<file path="src/rtl/m_cache_refill_controller.sv">
// Blocking read-refill controller for a 32-line direct-mapped cache of two-word lines.
// A lookup miss fetches both words of the line from memory, writes the line, then re-looks it up.
module m_cache_refill_controller (
  input  logic        w_clock,
  input  logic        w_rst_n,
  input  logic        w_req,
  input  logic [31:0] w_addr,
  output logic        w_ready,
  output logic        w_rvalid,
  output logic [31:0] w_rdata,
  output logic [31:0] w_c_addr,
  input  logic        w_c_hit,
  input  logic [31:0] w_c_dout,
  output logic        w_c_we,
  output logic [4:0]  w_c_wa,
  output logic [88:0] w_c_wd,
  output logic        w_mem_req,
  output logic [31:0] w_mem_addr,
  input  logic        w_mem_ack,
  input  logic [31:0] w_mem_data,
  output logic [15:0] w_hit_cnt,
  output logic [15:0] w_miss_cnt
);

  localparam int unsigned ADDR_W = 32;
  localparam int unsigned DATA_W = 32;
  localparam int unsigned CNT_W  = 16;

  typedef enum logic [2:0] {
    ST_IDLE,
    ST_LOOKUP,
    ST_FILL0,
    ST_FILL1,
    ST_WRITE
  } state_t;

  state_t              state;
  logic [ADDR_W-1:0]   a_q;
  logic [DATA_W-1:0]   word0_q;
  logic [DATA_W-1:0]   word1_q;
  logic                refilled_q;
  logic [CNT_W-1:0]    hit_cnt_q;
  logic [CNT_W-1:0]    miss_cnt_q;

  // refilled_q marks the re-lookup after a WRITE so it neither counts nor refills again
  always_ff @(posedge w_clock or negedge w_rst_n) begin
    if (!w_rst_n) begin
      state      <= ST_IDLE;
      a_q        <= '0;
      word0_q    <= '0;
      word1_q    <= '0;
      refilled_q <= 1'b0;
      hit_cnt_q  <= '0;
      miss_cnt_q <= '0;
    end else begin
      unique case (state)
        ST_IDLE: begin
          if (w_req) begin
            a_q        <= w_addr;
            refilled_q <= 1'b0;
            state      <= ST_LOOKUP;
          end
        end
        ST_LOOKUP: begin
          if (w_c_hit) begin
            if (!refilled_q && (hit_cnt_q != '1)) hit_cnt_q <= hit_cnt_q + CNT_W'(1);
            state <= ST_IDLE;
          end else if (refilled_q) begin
            state <= ST_IDLE;
          end else begin
            if (miss_cnt_q != '1) miss_cnt_q <= miss_cnt_q + CNT_W'(1);
            state <= ST_FILL0;
          end
        end
        ST_FILL0: begin
          if (w_mem_ack) begin
            word0_q <= w_mem_data;
            state   <= ST_FILL1;
          end
        end
        ST_FILL1: begin
          if (w_mem_ack) begin
            word1_q <= w_mem_data;
            state   <= ST_WRITE;
          end
        end
        ST_WRITE: begin
          refilled_q <= 1'b1;
          state      <= ST_LOOKUP;
        end
        default: state <= ST_IDLE;
      endcase
    end
  end

  // Output decode from registered state; only the hit response follows the cache inputs
  always_comb begin
    w_ready    = 1'b0;
    w_rvalid   = 1'b0;
    w_rdata    = '0;
    w_c_addr   = '0;
    w_c_we     = 1'b0;
    w_c_wa     = '0;
    w_c_wd     = '0;
    w_mem_req  = 1'b0;
    w_mem_addr = '0;
    unique case (state)
      ST_IDLE: w_ready = 1'b1;
      ST_LOOKUP: begin
        w_c_addr = a_q;
        if (w_c_hit) begin
          w_rvalid = 1'b1;
          w_rdata  = w_c_dout;
        end
      end
      ST_FILL0: begin
        w_c_addr   = a_q;
        w_mem_req  = 1'b1;
        w_mem_addr = {a_q[31:3], 3'b000};
      end
      ST_FILL1: begin
        w_c_addr   = a_q;
        w_mem_req  = 1'b1;
        w_mem_addr = {a_q[31:3], 3'b100};
      end
      ST_WRITE: begin
        w_c_addr = a_q;
        w_c_we   = 1'b1;
        w_c_wa   = a_q[7:3];
        w_c_wd   = {1'b1, a_q[31:8], word1_q, word0_q};
      end
      default: w_ready = 1'b0;
    endcase
  end

  assign w_hit_cnt  = hit_cnt_q;
  assign w_miss_cnt = miss_cnt_q;

endmodule

</file>
<file path="config.mk">
export PLATFORM = sky130hd
export DESIGN_NAME = m_cache_refill_controller
export DESIGN_NICKNAME = d
export VERILOG_FILES = /design/src/rtl/m_cache_refill_controller.sv
export SDC_FILE = /design/constraint.sdc
export NUM_CORES = 1
export LEC_CHECK = 0
export ABC_AREA = 1
export BUFFER_PORTS_ARGS = -buffer_cell sky130_fd_sc_hd__clkbuf_2
export CORE_MARGIN = 1.5
export CORE_UTILIZATION = 35
export CTS_BUF_LIST = sky130_fd_sc_hd__clkbuf_4
export CTS_CLUSTER_SIZE = 10
export DETAILED_ROUTE_END_ITERATION = 10
export GPL_TIMING_DRIVEN = 0
export PLACE_DENSITY = 0.67
export SETUP_SLACK_MARGIN = 0.05
export SYNTH_ARGS = -nofsm -noshare
export SYNTH_HDL_FRONTEND = slang
export SYNTH_SLANG_ARGS = --single-unit
</file>
<file path="constraint.sdc">
create_clock -name w_clock -period 4.73 [get_ports w_clock]
set_input_delay 0.2365 -clock w_clock [delete_from_list [all_inputs] [get_ports w_clock]]
set_output_delay 0.2365 -clock w_clock [all_outputs]
set_load 0.1 [all_outputs]
</file>
==> out/results.ini, run 1 <==
[sta]
maxSlewHeadroom_pct = 61.1
hold_viol = 0
worst_pin_slew_ns = 0.586
setup_violations = 0
period_share_pct = 65.0
maxSlewViolCount = 0
holdWs_ns = 0.106
rsz0062_at_grt = false
fin_skew_ns = 0.0240
setup-tns-final_ns = 0
fmax_ghz = 0.325
fin_crit_ns = 3.08

[critical_path]
critPathRequiredTime_ns = 4.49
cp-end-kind = output pin
crit_fanout = 10
r2r-end = w_miss_cnt[9]
cp.arrival_ns = 2.84
start_kind = register
r2r_setup_slack_ns = 2.79
reg2reg_depth = 9
critPathKind = register to output pin
timing.rr.start = w_miss_cnt[0]

[logic_synthesis]
yosysSeqAreaShare_pct = 47.2
syn_area_per_cell_um2 = 6.91
syn_inst = 1013
synth_warnings = 0
synth_ff_type = dfrtp_1
synthArstFlopShare_pct = 100
synth.distinct_cells = 26
synth_seq_cells = 132
synth_edf_count = 0
synthesis.area_mm2 = 0.00700

[clock_tree]
worst_skew_pair.late_latency_ns = 0.53
path_clk_slew_ns = 0.13
cts-buffers-inserted = 17
cts_max_path_buffers = 2
tritoncts = yes
ctsRootBufferMaster = clkbuf_4
post_cts_buffers = 0
cts-htree-levels = 4
hold_buffers = 66
clock_sinks = 132
post_cts_resized = 0

[grt]
use_met2_pct = 37.6
grt_pass1_vias = 6965
grt_max_degree = 89
grt_usage_pct = 21.6
antenna_found_initial = 0
busiest_layer = met2
grt_use_met1_pct = 27.5
grt_util_met3_pct = 4.97
grt_pass1_wl_um = 34800
grt_overflow = 0

[status]
status = finished clean

[finish]
final_common_cell = clkbuf_2
final_cell_mix = clkbuf_2, nor2_1, nand2_1, inv_1, dfrtp_1
antennaDiodeCount = 0
drive_gt1_share_pct = 27.9
layout.cells.non_filler = 1701
syn_to_final_growth_pct = 41.9
nNetsFinal = 1526
fin_area_mm2 = 0.00993

[routing]
wl_per_cell_um = 13.7
vias = 7733
drc = 0
ant_nets = 0
routed_wl_um = 23300
drtPass1Iterations = 5
first_iter_violations = 341
vias_per_cell = 4.55

[min_path]
hp-start = w_req
hp-class = input pin to register
hold_depth = 4
holdPathEnd = refilled_q

[floorplan]
die_w_um = 144
initial_core_util_pct = 35.8
ioPinCount = 327
dieArea_mm2 = 0.0209
chipHeight_um = 144
fp.coreArea_mm2 = 0.0195
fp-row-count = 51

[placement]
port_buffers = 323
dp.cells = 1603
placed_cell_area_mm2 = 0.00899
finalWeightedCongestion = 0.888
dpl.hpwl_um = 17300

[run]
drv_cap = 0

synthesized netlist by cell type, types with 7 or more instances:
cell type	number	area (um^2)
xnor2_1	10	87.6
nand2_1	254	953
a21oi_1	32	160
nand3_1	14	70.1
inv_1	156	586
nor2_1	255	957
dfrtp_1	132	3300
nand4_1	9	56.3
clkbuf_1	20	75.1
o21ai_0	68	340
o21ai_1	7	35.0
buf_2	24	120
worst max-delay path, cell delays in order, from the launching register on:
cell	delay (ns)
dfrtp_1	0.45
nor2_1	0.15
inv_1	0.09
nor2_2	0.29
inv_1	0.17
buf_2	0.22
buf_2	0.25
nor2_1	0.20
clkbuf_2	0.50
cell families (layout without fill, tap and decap cells):
group,after synthesis,in the layout,share of synthesized area [%]
flip-flops,132,132,47.2
AO/OA/AOI/OAI,110,110,8.01
AND/OR/NAND/NOR,545,545,30.7
adder cells (fa/ha/maj),2,2,0.358
XOR/XNOR,14,14,1.75
other,1,2,0.0536
buffers and inverters,209,631,11.9
worst max-delay path by stage:
stage	to	start	cells past startpoint	slack [ns]
5_1_grt	w_c_wa[1]	state[0]	8	1.34
3_3_place_gp	a_q[30]	w_rst_n	1	1.18
3_5_place_dp	w_c_wa[1]	state[0]	8	2.14
4_1_cts	w_c_wa[1]	state[0]	8	1.50
2_1_floorplan	w_c_wa[0]	state[0]	7	1.19
6_report	w_c_wa[1]	state[0]	8	1.65
sequential cells by signal, summed over array words and instances (netlist names):
| name | count |
|---|---|
| refilled_q | 1 |
| word1_q | 32 |
| w_hit_cnt | 16 |
| a_q | 32 |
| word0_q | 32 |
| w_miss_cnt | 16 |
| state | 3 |
per-layer routing:
metal  wire length (um)  share of wire [%]  up-vias
met5                  0                  0        -
met4                158               0.68        0
met3               1600                6.9       13
met2              11400                 49      324
met1              10200                 44     3561
li1                   -                  -     3835
final cells by class:
class                      instances  area (um^2)
tap                              265          332
timing repair buffer             390         2310
clock inverter                    15          155
inverter                         160          601
sequential                       132         3300
clock buffer                      17          128
buffer                            49          233
fill                            1942         9600
multi-input combinational        673         2870
metrics by stage:
| stage | worst slack, ns | utilization [%] |
|---|---|---|
| floorplan | 1.19 | - |
| global placement | 1.18 | 45.8 |
| detailed placement | 2.14 | 46.0 |
| CTS | 1.50 | 50.9 |
| global route | 1.34 | 50.9 |
| finish | 1.65 | 50.9 |
Power of run 1 is not shown: default switching activity piles up to over one toggle a cycle in this logic, so the estimate is an artifact.
==> run 2: changes to the inputs <==
==> constraint.sdc (replaced) <==
create_clock -name w_clock -period 3 [get_ports w_clock]
set_input_delay 0.15 -clock w_clock [delete_from_list [all_inputs] [get_ports w_clock]]
set_output_delay 0.15 -clock w_clock [all_outputs]
set_load 0.1 [all_outputs]
==> out/results.ini, run 2 (same netlist as run 1, synthesis figures left out) <==
[status]
status = finished clean  ; unchanged

[critical_path]
start_kind = register  ; unchanged
cp-end-kind = output pin  ; unchanged
reg2reg_depth = 9  ; unchanged
cp_slowest_stage_delay_ns = 0.47  ; was 0.50 ns
critPathKind = register to output pin  ; unchanged
critPathSlowestCell = clkbuf_2  ; unchanged
cp_cell_sequence = nor2_1, inv_1, nor2_4, inv_1, buf_2, buf_2, nor2_2, clkbuf_2  ; was nor2_1, inv_1, nor2_2, inv_1, buf_2, buf_2, nor2_1, clkbuf_2
cp.arrival_ns = 2.66  ; was 2.84 ns
critPathRequiredTime_ns = 2.85  ; was 4.49 ns
crit_fanout = 10  ; unchanged

[finish]
nNetsFinal = 1527  ; was 1,526
fillers = 1959  ; was 1,942
final_common_cell = clkbuf_2  ; unchanged
layout_top_registers = a_q: 32 flops, word0_q: 32 flops, word1_q: 32 flops  ; unchanged
layout.cells.non_filler = 1703  ; was 1,701
final_cell_mix = clkbuf_2, nand2_1, nor2_1, inv_1, dfrtp_1  ; was clkbuf_2, nor2_1, nand2_1, inv_1, dfrtp_1
syn_to_final_growth_pct = 46.0  ; was 41.9%
drive_gt1_share_pct = 32.8  ; was 27.9%

[routing]
vias_per_cell = 4.58  ; was 4.55
first_iter_violations = 371  ; was 341
drc = 0  ; unchanged
wl_per_cell_um = 14.1  ; was 13.7 um
routed_wl_um = 24000  ; was 23,300 um
drtPass1Iterations = 5  ; unchanged
vias = 7803  ; was 7,733
ant_nets = 0  ; unchanged

[sta]
maxSlewHeadroom_pct = 59.5  ; was 61.1%
setup_violations = 0  ; unchanged
fin_skew_ns = 0.0274  ; was 0.0240 ns
fmax_ghz = 0.356
fin_crit_ns = 2.81
worst_pin_slew_ns = 0.611  ; was 0.586 ns
hold_viol = 0  ; unchanged
rsz0062_at_grt = true  ; was false
period_share_pct = 93.6
maxSlewViolCount = 0  ; unchanged

[grt]
grt_pass1_vias = 7227  ; was 6,965
grt_max_degree = 90  ; was 89
grt_overflow = 0  ; unchanged
grt_usage_pct = 22.9  ; was 21.6%
antenna_found_initial = 1  ; was 0
grt_pass1_wl_um = 37000  ; was 34,800 um

[floorplan]
chipHeight_um = 144  ; unchanged
initial_core_util_pct = 35.8  ; unchanged
dieArea_mm2 = 0.0209  ; unchanged
die_w_um = 144  ; unchanged
fp-row-count = 51  ; unchanged
fp.coreArea_mm2 = 0.0195  ; unchanged
ioPinCount = 327  ; unchanged

[placement]
dpl.hpwl_um = 17800  ; was 17,300 um
finalWeightedCongestion = 0.865  ; was 0.888
port_buffers = 323  ; unchanged
dp.cells = 1603  ; unchanged

[clock_tree]
ctsRootBufferMaster = clkbuf_4  ; unchanged
path_clk_slew_ns = 0.12  ; was 0.13 ns
worst_skew_pair.late_latency_ns = 0.52  ; was 0.53 ns
post_cts_buffers = 0  ; unchanged
cts_max_path_buffers = 2  ; unchanged
tritoncts = yes  ; unchanged
cts-htree-levels = 4  ; unchanged
cts-buffers-inserted = 17  ; unchanged
clock_sinks = 132  ; unchanged

[run]
drv_cap = 0  ; unchanged

[min_path]
hp-class = input pin to async pin  ; was input pin to register

-- run 2: path summary, 6_finish.rpt --
path / startpoint / slack [ns] / to
min in group w_clock: w_c_hit / 0.28 / w_hit_cnt[5]
hold reg to reg: word1_q[21] / 0.50 / word1_q[21]
setup reg to reg: w_miss_cnt[0] / 1.08 / w_miss_cnt[9]
hold / removal: w_rst_n / 0.11 / a_q[27]
setup / recovery: state[0] / 0.19 / w_c_wd[49]
max in group asynchronous: w_rst_n / 2.12 / word0_q[19]
-- run 2: cell type report --
cell class                 count  area, um^2  share of cell area [%]
antenna                        1        2.50                  0.0245
sequential                   132        3300                    32.3
clock buffer                  19         143                    1.40
timing repair buffer         391        2340                    22.9
multi-input combinational    673        3050                    29.9
tap                          265         332                    3.25
buffer                        49         233                    2.28
inverter                     160         601                    5.88
clock inverter                13         204                    2.00
-- run 2: timing repair --
| item | in CTS | in global routing |
|---|---|---|
| hold endpoints to repair | 231 | 0 |
| setup endpoints to repair | 0 | 30 |
| resized for setup | 0 | 17 |
| hold buffers | 67 | 0 |
-- run 2: worst max-delay path, delay by kind of cell, from the launching register on --
family                 cells  cell delay (ns)
DFF                        1             0.45
buffers and inverters      5             1.18
and+or+nand+nor            3             0.51
-- run 2: metrics by stage --
step / area (um^2) / setup TNS [ns] / utilization [%] / hold slack (ns) / setup WS, ns
detailed placement: 9170 / 0 / 47.0 / 0.112 / 0.688
CTS: 10200 / 0 / 52.2 / 0.0829 / 0.0938
global placement: 9130 / -57.41 / 46.8 / 0.395 / -0.453
global route: 10200 / 0 / 52.3 / 0.0911 / 0.0214
finish: 10200 / 0 / 52.3 / 0.111 / 0.193
floorplan: 7180 / -0.558 / - / -0.146 / -0.0137
-- run 2: per-layer routing --
layer  vias to the layer above  GRT usage, %  share of wire [%]
met3                        33          6.13                7.5
met5                         -             0                  0
li1                       3829             -                  -
met4                         0          6.96                2.1
met2                       300          38.7                 48
met1                      3641          28.7                 42
Power of run 2 is left out for the same reason.
